$ cat config.mk
export PLATFORM = sky130hd
export DESIGN_NAME = instr_fetch_unit
export DESIGN_NICKNAME = d
export VERILOG_FILES = /design/src/rtl/cpu_fetch_pkg.sv /design/src/rtl/fetch_prog_mem.sv /design/src/rtl/instr_fetch_unit.sv
export SDC_FILE = /design/constraint.sdc
export NUM_CORES = 1
export LEC_CHECK = 0
export CAP_MARGIN = 10
export CORE_MARGIN = 2
export CORE_UTILIZATION = 56
export DETAILED_ROUTE_END_ITERATION = 10
export DONT_BUFFER_PORTS = 1
export PLACE_DENSITY_LB_ADDON = 0.05
export SETUP_SLACK_MARGIN = 0.02
export SLEW_MARGIN = 10
export SYNTH_ARGS = -nofsm -noshare
export SYNTH_HDL_FRONTEND = slang
export SYNTH_SLANG_ARGS = --single-unit
$ cat constraint.sdc
create_clock -name clk -period 5.2 [get_ports clk]
set_input_delay 0.78 -clock clk [delete_from_list [all_inputs] [get_ports clk]]
set_output_delay 0.78 -clock clk [all_outputs]
set_load 0.01 [all_outputs]
$ cat src/rtl/cpu_fetch_pkg.sv
// Shared types and word constants for the instruction fetch unit.
// Types and constants only: no logic, so there is no latency or backpressure.
// Imported by both the top level and the program store.
package cpu_fetch_pkg;

    typedef enum logic [1:0] {
        IDLE = 2'd0,
        RUN  = 2'd1,
        DONE = 2'd2
    } fetch_state_t;

    localparam logic [19:0] FETCH_NOP_WORD  = 20'h00000;
    localparam logic [19:0] FETCH_HALT_WORD = 20'hFFFFF;

endpackage

$ cat src/rtl/fetch_prog_mem.sv
// Program store: one write port and one synchronous read port, write-first on address match.
// Latency: read data appears one clock after the read address is presented.
// No backpressure: a write or read is accepted on every edge.
module fetch_prog_mem
    import cpu_fetch_pkg::*;
#(
    parameter int INSTR_WIDTH = 20,
    parameter int ADDR_BITS   = 5
) (
    input  logic                   clk,
    input  logic                   we,
    input  logic [ADDR_BITS-1:0]   waddr,
    input  logic [INSTR_WIDTH-1:0] wdata,
    input  logic [ADDR_BITS-1:0]   raddr,
    output logic [INSTR_WIDTH-1:0] rdata
);

    localparam int DEPTH = 1 << ADDR_BITS;

    logic [INSTR_WIDTH-1:0] mem [0:DEPTH-1];

    // Contents deliberately have no reset; a program survives rst.
    always_ff @(posedge clk) begin
        if (we) begin
            mem[waddr] <= wdata;
        end
        rdata <= (we && (waddr == raddr)) ? wdata : mem[raddr];
    end

endmodule

$ cat src/rtl/instr_fetch_unit.sv
// Sequencer issuing program-store words to simple_cpu, one per clock from address 0 (FETCH_STEP_EN: step-gated).
// Latency: first word one clock after start; HALT word shown one cycle, then DONE.
// No backpressure; the optional step input paces issue.
module instr_fetch_unit
    import cpu_fetch_pkg::*;
#(
    parameter int                     INSTR_WIDTH = 20,
    parameter int                     ADDR_BITS   = 5,
    parameter logic [INSTR_WIDTH-1:0] NOP_WORD    = INSTR_WIDTH'(FETCH_NOP_WORD),
    parameter logic [INSTR_WIDTH-1:0] HALT_WORD   = INSTR_WIDTH'(FETCH_HALT_WORD)
) (
    input  logic                   clk,
    input  logic                   rst,
    input  logic                   load_en,
    input  logic [ADDR_BITS-1:0]   load_addr,
    input  logic [INSTR_WIDTH-1:0] load_data,
    input  logic                   start,
    input  logic                   stop,
`ifdef FETCH_STEP_EN
    input  logic                   step,
`endif
    output logic [INSTR_WIDTH-1:0] instruction,
    output logic                   instr_valid,
    output logic [ADDR_BITS-1:0]   pc,
    output logic                   busy,
    output logic                   done
);

    fetch_state_t           state_q, state_d;
    logic [ADDR_BITS-1:0]   pc_q, pc_d, rd_addr;
    logic                   vld_q, vld_d;
    logic                   done_q, done_d;
    logic                   mem_we, advance, halt_seen;
    logic [INSTR_WIDTH-1:0] rd_data;

`ifdef FETCH_STEP_EN
    assign advance = step;
`else
    assign advance = 1'b1;
`endif

    assign mem_we    = load_en && (state_q != RUN);
    // The memory output is the issued word whenever vld_q is set.
    assign halt_seen = vld_q && (rd_data == HALT_WORD);

    fetch_prog_mem #(
        .INSTR_WIDTH (INSTR_WIDTH),
        .ADDR_BITS   (ADDR_BITS)
    ) u_mem (
        .clk   (clk),
        .we    (mem_we),
        .waddr (load_addr),
        .wdata (load_data),
        .raddr (rd_addr),
        .rdata (rd_data)
    );

    always_comb begin
        state_d = state_q;
        pc_d    = pc_q;
        vld_d   = 1'b0;
        done_d  = done_q;
        rd_addr = pc_q;
        case (state_q)
            IDLE, DONE: begin
                if (!stop && start) begin
                    state_d = RUN;
                    pc_d    = '0;
                    rd_addr = '0;
                    vld_d   = 1'b1;
                    done_d  = 1'b0;
                end
            end
            RUN: begin
                if (stop) begin
                    state_d = IDLE;
                end else if (halt_seen) begin
                    state_d = DONE;
                    done_d  = 1'b1;
                end else if (advance) begin
                    pc_d    = pc_q + ADDR_BITS'(1);
                    rd_addr = pc_q + ADDR_BITS'(1);
                    vld_d   = 1'b1;
                end
            end
            default: state_d = IDLE;
        endcase
    end

    always_ff @(posedge clk) begin
        if (rst) begin
            state_q <= IDLE;
            pc_q    <= '0;
            vld_q   <= 1'b0;
            done_q  <= 1'b0;
        end else begin
            state_q <= state_d;
            pc_q    <= pc_d;
            vld_q   <= vld_d;
            done_q  <= done_d;
        end
    end

    assign instruction = vld_q ? rd_data : NOP_WORD;
    assign instr_valid = vld_q;
    assign pc          = pc_q;
    assign busy        = (state_q == RUN);
    assign done        = done_q;

endmodule
==> impl_results.rst, run 1 <==
.. list-table::
   :header-rows: 1

   * - Metric
     - Value
   * - Count of final max-slew check failures
     - 0
   * - Grt total ovfl
     - 0
   * - Reported max-cap violation count
     - 0
   * - Total number of vias
     - 12.9k
   * - IR drop worst, VDD
     - 0.274 mV
   * - Yosys reg bits
     - 654
   * - Capture instance of the worst register-to-register path
     - pc[3]
   * - Maximum root-to-sink buffer count
     - 3
   * - Initial antenna violation count
     - 0
   * - Highest clock frequency the design can meet
     - 0.219 GHz
   * - CTS resizes
     - 0
   * - Fill count
     - 3,133
   * - Cell count after synthesis
     - 1,255
   * - Post-synth design cell area
     - 0.0256 sq mm
   * - RePlAce Congestion
     - 0.804
   * - Clock latency on the worst-skew pair
     - 0.61 ns
   * - Area occupied by multi-input gates
     - 0.00578 sq mm
   * - Clock network power share
     - 42.7%
   * - Slowest CP cell
     - sky130_fd_sc_hd__dfxtp_4
   * - Final cell count without fillers
     - 1,946
   * - Number of enable flip-flop cells after synthesis
     - 640
   * - Initial Util
     - 56.6%
   * - Final WL
     - 64,900 um
   * - Placeable core area
     - 0.0453 sq mm
   * - Average vias per placed instance
     - 6.61
   * - Clock transition at path regs
     - 0.06 ns
   * - Sequential fraction of design power
     - 55.5%
   * - Number of DRC markers after the initial detailed-route iteration
     - 1,849
   * - Post-synth ARST share
     - 0%
   * - Worst-case setup margin in the final layout
     - 0.625 ns
   * - Unrepaired setup endpoints after global routing
     - no
   * - Crit path DAT
     - 3.80 ns
   * - Nature of the critical path startpoint
     - flip-flop
   * - Syn Nets
     - 1,286
   * - FF+latch area
     - 0.0195 sq mm
   * - Clock tree sinks
     - 654
   * - Pwr Density
     - 371 mW/mm^2
   * - Pin slew with the least headroom to its limit
     - 1.29 ns
   * - Sequential-to-total area share from yosys stat
     - 76.1%
   * - Total net switching power
     - 2.11 mW
   * - GRT Util Overall
     - 28.1%
   * - Most Frequent Cell on Critical Path
     - sky130_fd_sc_hd__mux4_2
   * - Total iterations of the first detailed-routing run
     - 5
   * - End point of the most critical hold path
     - state_q[1]
   * - Share of cells above drive strength 1
     - 22.7%
   * - Critical Path Fanout Max
     - 39
   * - Kind of critical path
     - reg -> out
   * - Cell taking the most area after synthesis
     - sky130_fd_sc_hd__edfxtp_1
   * - Hold path depth
     - 1
   * - Drt wl/cell
     - 33.4 um
   * - Number of global-route vias before repair
     - 12.6k
   * - P&R area growth vs syn
     - 10.8%
   * - Largest net degree at the start of global routing
     - 40
   * - Number of distinct library cells after synthesis
     - 47
   * - Clock tree from TritonCTS
     - done
   * - Buffer cell driving the clock tree root
     - sky130_fd_sc_hd__clkbuf_16
   * - Final design instance area without fill
     - 0.0284 sq mm
   * - Number of buffers inserted during clock tree synthesis
     - 68
   * - Pre-CTS setup slack
     - 0.948 ns
   * - Switching part of the total power
     - 20.0%
   * - Data required time of the critical path
     - 4.42 ns
   * - Share of power burned in combinational logic
     - 1.8%
   * - Post-route antenna net violation count
     - 0
   * - Sequence of cells on the critical path
     - buf_12, mux4_2, mux4_2, mux2i_1, nor2_1
   * - Relative max-transition margin
     - 13.5%
   * - IO Count
     - 58
   * - LEAKAGE
     - 8.54 nW
   * - Count of hold buffers inserted by post-cts repair
     - 0
   * - Crit-path max cell delay
     - 0.96 ns
   * - Outcome
     - completed
   * - Number of nets at the end of the flow
     - 1,326
   * - Summed negative setup slack over all endpoints
     - 0 ns
   * - Area share of the leading cell type in the synthesized netlist
     - 75.0%
   * - Post-CTS setup repair buffer count
     - 0
   * - First-pass GRT wire length
     - 91,600 um
   * - Start point of the worst hold path
     - rst
   * - Floorplan die area
     - 0.0475 sq mm
   * - Number of cells traversed by the worst register-to-register path
     - 8
   * - Placed Area
     - 0.0263 sq mm
   * - Setup-violating endpoint count in the final report
     - 0
   * - R2r setup slk
     - 0.97 ns
   * - Die width
     - 218 um
   * - Final critical-path required period
     - 4.58 ns
   * - CP endpoint kind
     - output pin
   * - Final Hold Fails
     - 0
   * - Top cells by area in the synthesized netlist
     - sky130_fd_sc_hd__edfxtp_1 (75%), sky130_fd_sc_hd__mux4_2 (11%), sky130_fd_sc_hd__mux2i_1 (4.4%)
   * - Worst-case clock skew
     - 0.0239 ns
   * - Classification of the worst-slack hold path
     - in -> reg
   * - Cell count after placement
     - 1,825
   * - Top FF cell, synth
     - sky130_fd_sc_hd__edfxtp_1
   * - Final clock period utilization by the worst path
     - 88.0%
   * - Quantity of I/O buffers inserted on ports
     - 0
   * - Number of antenna cells inserted
     - 0
   * - Die extent in y
     - 218 um
   * - # H-tree levels
     - 3
   * - Total DRC errors in the routed layout
     - 0
   * - HPWL reported at the end of detailed placement
     - 35,400 um
   * - Internal power
     - 8.42 mW
   * - Count of synthesis-stage warnings from yosys
     - 0
   * - Per-instance average area after synthesis
     - 20.4 sq um
   * - Final Hold Slack
     - 0.235 ns
   * - Standard-cell rows
     - 78
## power groups by stage
stage	clock (mW)	sequential [mW]	combinational (mW)
floorplan	0	5.94	0.133
global placement	0	5.95	0.191
detailed placement	0	5.96	0.191
CTS	4.55	5.84	0.192
global route	4.75	5.84	0.201
finish	4.49	5.84	0.192
## worst max-delay path by stage
stage	end
final	instruction[17]
after global routing	instruction[17]
after CTS	instruction[17]
after detailed placement	pc[3]
after global placement	pc[3]
after floorplan	pc[4]
## critical path, delay by kind of cell, from the launching register on
family,cells,cell delay (ns)
DFF,1,0.96
and+or+nand+nor,1,0.24
buffers and inverters,1,0.31
muxes,3,1.62
## per-stage QoR
step | util [%] | power (mW)
2_1_floorplan | - | 6.07
3_3_place_gp | 58.2 | 6.15
3_5_place_dp | 58.2 | 6.15
4_1_cts | 62.7 | 10.6
5_1_grt | 62.7 | 10.8
6_report | 62.7 | 10.5
## Yosys cell counts (15+ instances only)
| cell | count |
|---|---|
| sky130_fd_sc_hd__edfxtp_1 | 640 |
| sky130_fd_sc_hd__mux4_2 | 120 |
| sky130_fd_sc_hd__mux2i_1 | 112 |
| sky130_fd_sc_hd__nor2_1 | 68 |
| sky130_fd_sc_hd__nand2_1 | 50 |
| sky130_fd_sc_hd__a22oi_1 | 22 |
| sky130_fd_sc_hd__buf_6 | 21 |
| sky130_fd_sc_hd__a21oi_1 | 17 |
| sky130_fd_sc_hd__nand3_1 | 17 |
| sky130_fd_sc_hd__nand4_1 | 15 |
| sky130_fd_sc_hd__nor2b_1 | 15 |
## logic make-up (layout without fill, tap and decap cells)
kind of cell / Yosys count / in the layout / share of synthesized area (%)
buf+inv: 67 / 158 / 2.00
simple gates: 202 / 202 / 3.87
mux: 248 / 248 / 15.7
flops: 654 / 654 / 76.1
compound gates: 83 / 83 / 2.23
fa+ha+maj: 1 / 1 / 0.0488
## routing by layer
layer	track usage, %	wire length, um
met5	0	0
met1	41.8	27100
met2	41.7	30100
met4	9.55	1700
met3	6.25	6060
## cell usage in the layout, fill, tap and decap left out, types with 12 or more instances in the layout
master	instances
sky130_fd_sc_hd__a21oi_1	17
sky130_fd_sc_hd__a22oi_1	22
sky130_fd_sc_hd__buf_4	30
sky130_fd_sc_hd__clkbuf_1	18
sky130_fd_sc_hd__clkbuf_16	70
sky130_fd_sc_hd__clkinv_2	13
sky130_fd_sc_hd__edfxtp_1	640
sky130_fd_sc_hd__mux2_2	12
sky130_fd_sc_hd__mux2i_1	112
sky130_fd_sc_hd__mux4_2	120
sky130_fd_sc_hd__nand2_1	50
sky130_fd_sc_hd__nand3_1	17
sky130_fd_sc_hd__nand4_1	15
sky130_fd_sc_hd__nor2_1	35
sky130_fd_sc_hd__nor2_2	15
sky130_fd_sc_hd__nor2_4	18
sky130_fd_sc_hd__nor2b_1	15
## area by class of cell
type	count	share of cell area, %
Tap cell	600	2.65
Inverter	4	0.0529
Sequential cell	654	68.8
Multi-Input combinational cell	534	20.4
Timing Repair Buffer	33	1.01
Clock inverter	33	0.745
Clock buffer	88	6.41
## sequential cells by signal, summed over array words and instances, names as in the netlist, named ones only
signal,cells
u_mem.mem,640
pc,5
state_q,2
done,1
instr_valid,1
Power figures use the tool's default switching activity.
==> run 2, diff against run 1 <==
- clock period: 5.2 -> 5.7 ns (I/O delays scaled with it)
==> run 2 against run 1 <==
Core utilization is 0.29 points higher. Largest power group unchanged. Wire length is 1.0% lower. Worst hold slack improved by 0.095 ns. Combinational power fell by 11%. Clock power is 4% lower. Critical path type unchanged. First-iteration DRC count is 11% lower. Non-clock buffer count decreased by 1. Cell count is 0.21% lower. Critical path depth unchanged.
==> impl_results.rst, run 2 (synthesis gave the netlist of run 1 again) <==
.. list-table::
   :header-rows: 1

   * - Metric
     - Value
   * - Outcome
     - completed
   * - Quantity of I/O buffers inserted on ports
     - 0 (unchanged)
   * - Classification of the worst-slack hold path
     - in -> reg
   * - First-pass GRT wire length
     - 91,000 um (-0.69%)
   * - CTS resizes
     - 0 (unchanged)
   * - Clock latency on the worst-skew pair
     - 0.59 ns (-0.02 ns)
   * - FF+latch area
     - 0.0195 sq mm (unchanged)
   * - Highest clock frequency the design can meet
     - 0.229 GHz
   * - P&R area growth vs syn
     - 11.3%
   * - Pin slew with the least headroom to its limit
     - 1.17 ns (-0.122 ns)
   * - Maximum root-to-sink buffer count
     - 3 (unchanged)
   * - Buffer cell driving the clock tree root
     - sky130_fd_sc_hd__clkbuf_16
   * - Floorplan die area
     - 0.0475 sq mm (unchanged)
   * - Sequence of cells on the critical path
     - buf_12, mux4_2, mux4_2, mux2i_1, nor2_1
   * - Number of buffers inserted during clock tree synthesis
     - 68 (unchanged)
   * - Initial antenna violation count
     - 0 (unchanged)
   * - Count of buffer and inverter cells on the critical path
     - 1 (unchanged)
   * - Post-CTS setup repair buffer count
     - 0 (unchanged)
   * - Top reg by flops
     - u_mem.mem
   * - Crit-path max cell delay
     - 0.72 ns (-0.24 ns)
   * - Initial Util
     - 56.6% (unchanged)
   * - Critical Path Fanout Max
     - 54 (+38%)
   * - RePlAce Congestion
     - 0.781 (-2.9%)
   * - LEAKAGE
     - 8.60 nW (+0.66%)
   * - IR drop worst, VDD
     - 0.228 mV (-17%)
   * - Setup-violating endpoint count in the final report
     - 0 (unchanged)
   * - IO Count
     - 58 (unchanged)
   * - Number of DRC markers after the initial detailed-route iteration
     - 1,644 (-11%)
   * - Kind of critical path
     - reg -> out
   * - Power, Total
     - 9.83 mW (-6.6%)
   * - Average vias per placed instance
     - 6.48 (-1.9%)
   * - Number of global-route vias before repair
     - 12.3k (-1.8%)
   * - Share of cells above drive strength 1
     - 22.3% (-0.38 points)
   * - Final critical-path required period
     - 4.37 ns
   * - Final clock period utilization by the worst path
     - 76.7%
   * - Final Hold Slack
     - 0.330 ns (+0.0951 ns)
   * - Relative max-transition margin
     - 21.6% (+8.2 points)
   * - Fill count
     - 3,116 (-0.54%)
   * - Crit path DAT
     - 3.52 ns (-0.28 ns)
   * - Die extent in y
     - 218 um (unchanged)
   * - Number of flip-flops under the largest register name
     - 640 (unchanged)
   * - Total number of vias
     - 12.6k (-2.1%)
   * - Reported max-cap violation count
     - 0 (unchanged)
   * - Count of hold buffers inserted by post-cts repair
     - 0 (unchanged)
   * - Clock transition at path regs
     - 0.06 ns (about the same)
   * - Number of nets at the end of the flow
     - 1,325 (-0.075%)
   * - Clock tree from TritonCTS
     - done
   * - Number of antenna cells inserted
     - 0 (unchanged)
   * - Slowest CP cell
     - sky130_fd_sc_hd__dfxtp_4
   * - Final Hold Fails
     - 0 (unchanged)
   * - Post-route antenna net violation count
     - 0 (unchanged)
   * - Final design utilization
     - 63.0% (+0.29 points)
   * - Largest net degree at the start of global routing
     - 55 (+38%)
   * - Worst-case clock skew
     - 0.0187 ns (-0.00519 ns)
   * - Die width
     - 218 um (unchanged)
   * - Summed negative setup slack over all endpoints
     - 0 ns (unchanged)
   * - Final design instance area without fill
     - 0.0285 sq mm (+0.47%)
   * - CP endpoint kind
     - output pin
   * - Final WL
     - 64,300 um (-1.0%)
   * - Leading cell types in the layout, fill and taps excluded
     - sky130_fd_sc_hd__edfxtp_1 (640), sky130_fd_sc_hd__mux4_2 (120), sky130_fd_sc_hd__mux2i_1 (112), sky130_fd_sc_hd__clkbuf_16 (73), sky130_fd_sc_hd__nand2_1 (50)
   * - HPWL reported at the end of detailed placement
     - 35,300 um (-0.47%)
   * - # H-tree levels
     - 3 (unchanged)
   * - Placed Area
     - 0.0263 sq mm (about the same)
   * - Most Frequent Cell on Critical Path
     - sky130_fd_sc_hd__mux4_2
   * - Total iterations of the first detailed-routing run
     - 5 (unchanged)
   * - Grt total ovfl
     - 0 (unchanged)
   * - Standard-cell rows
     - 78 (unchanged)
   * - Clock tree sinks
     - 654 (unchanged)
   * - Total DRC errors in the routed layout
     - 0 (unchanged)
   * - Nature of the critical path startpoint
     - flip-flop
   * - Most common cell after layout, fill and taps aside
     - sky130_fd_sc_hd__edfxtp_1
   * - Count of final max-slew check failures
     - 0 (unchanged)
   * - Unrepaired setup endpoints after global routing
     - no
   * - Pwr Density
     - 345 mW/mm^2 (-7.0%)
   * - Kind of cell adding the most delay to the critical path
     - multiplexers
   * - Data required time of the critical path
     - 4.85 ns (+0.43 ns)
   * - Drt wl/cell
     - 33.1 um (-0.82%)
   * - Area occupied by multi-input gates
     - 0.00578 sq mm (about the same)
   * - Placeable core area
     - 0.0453 sq mm (unchanged)
   * - GRT Util Overall
     - 27.9% (-0.13 points)
[run 2: cell types whose count changed in the layout (fill, tap and decap cells not counted), sizes merged]
cell / delta
buf: -1
inv: -4
bufinv: +4
clkbuf: +6
clkinvlp: -2
clkinv: -7
[run 2: power breakdown]
group | total, mW | internal, mW | switching [mW] | leakage, nW
Combinational | 0.171 | 0.0611 | 0.110 | 1.67
Sequential | 5.33 | 5.31 | 0.0215 | 5.88
Clock | 4.32 | 2.58 | 1.75 | 1.06
Total | 9.83 | 7.95 | 1.88 | 8.60
[run 2: final cells by class]
| cell class | count | area share (%) |
|---|---|---|
| clock buffers | 94 | 6.75 |
| clock inverters | 24 | 0.825 |
| inverters | 4 | 0.0527 |
| multi-input cells | 534 | 20.3 |
| flip-flops and latches | 654 | 68.4 |
| well taps | 600 | 2.63 |
| repair buffers | 32 | 1.02 |
[run 2: worst paths after layout]
path	start	cells after the start	slack, ns	endpoint
worst max-delay path	flip-flop	5	1.33	instruction[17]
worst min-delay path	rst	1	0.33	pc[2]
worst max register to register	flip-flop	8	1.72	pc[4]
worst min register to register	state_q[1]	2	0.50	state_q[1]
[run 2: layer usage]
layer	routed length [um]	GRT usage, %
met1	27200	42.1
met2	30000	42.3
met3	5920	5.68
met4	1180	7.64
met5	0	0
[run 2: metrics by stage]
step	cells	worst slack, ns
floorplan	1255	2.69
CTS	1942	1.25
global route	1942	1.19
detailed placement	1824	1.64
finish	1942	1.33
global placement	1824	1.68
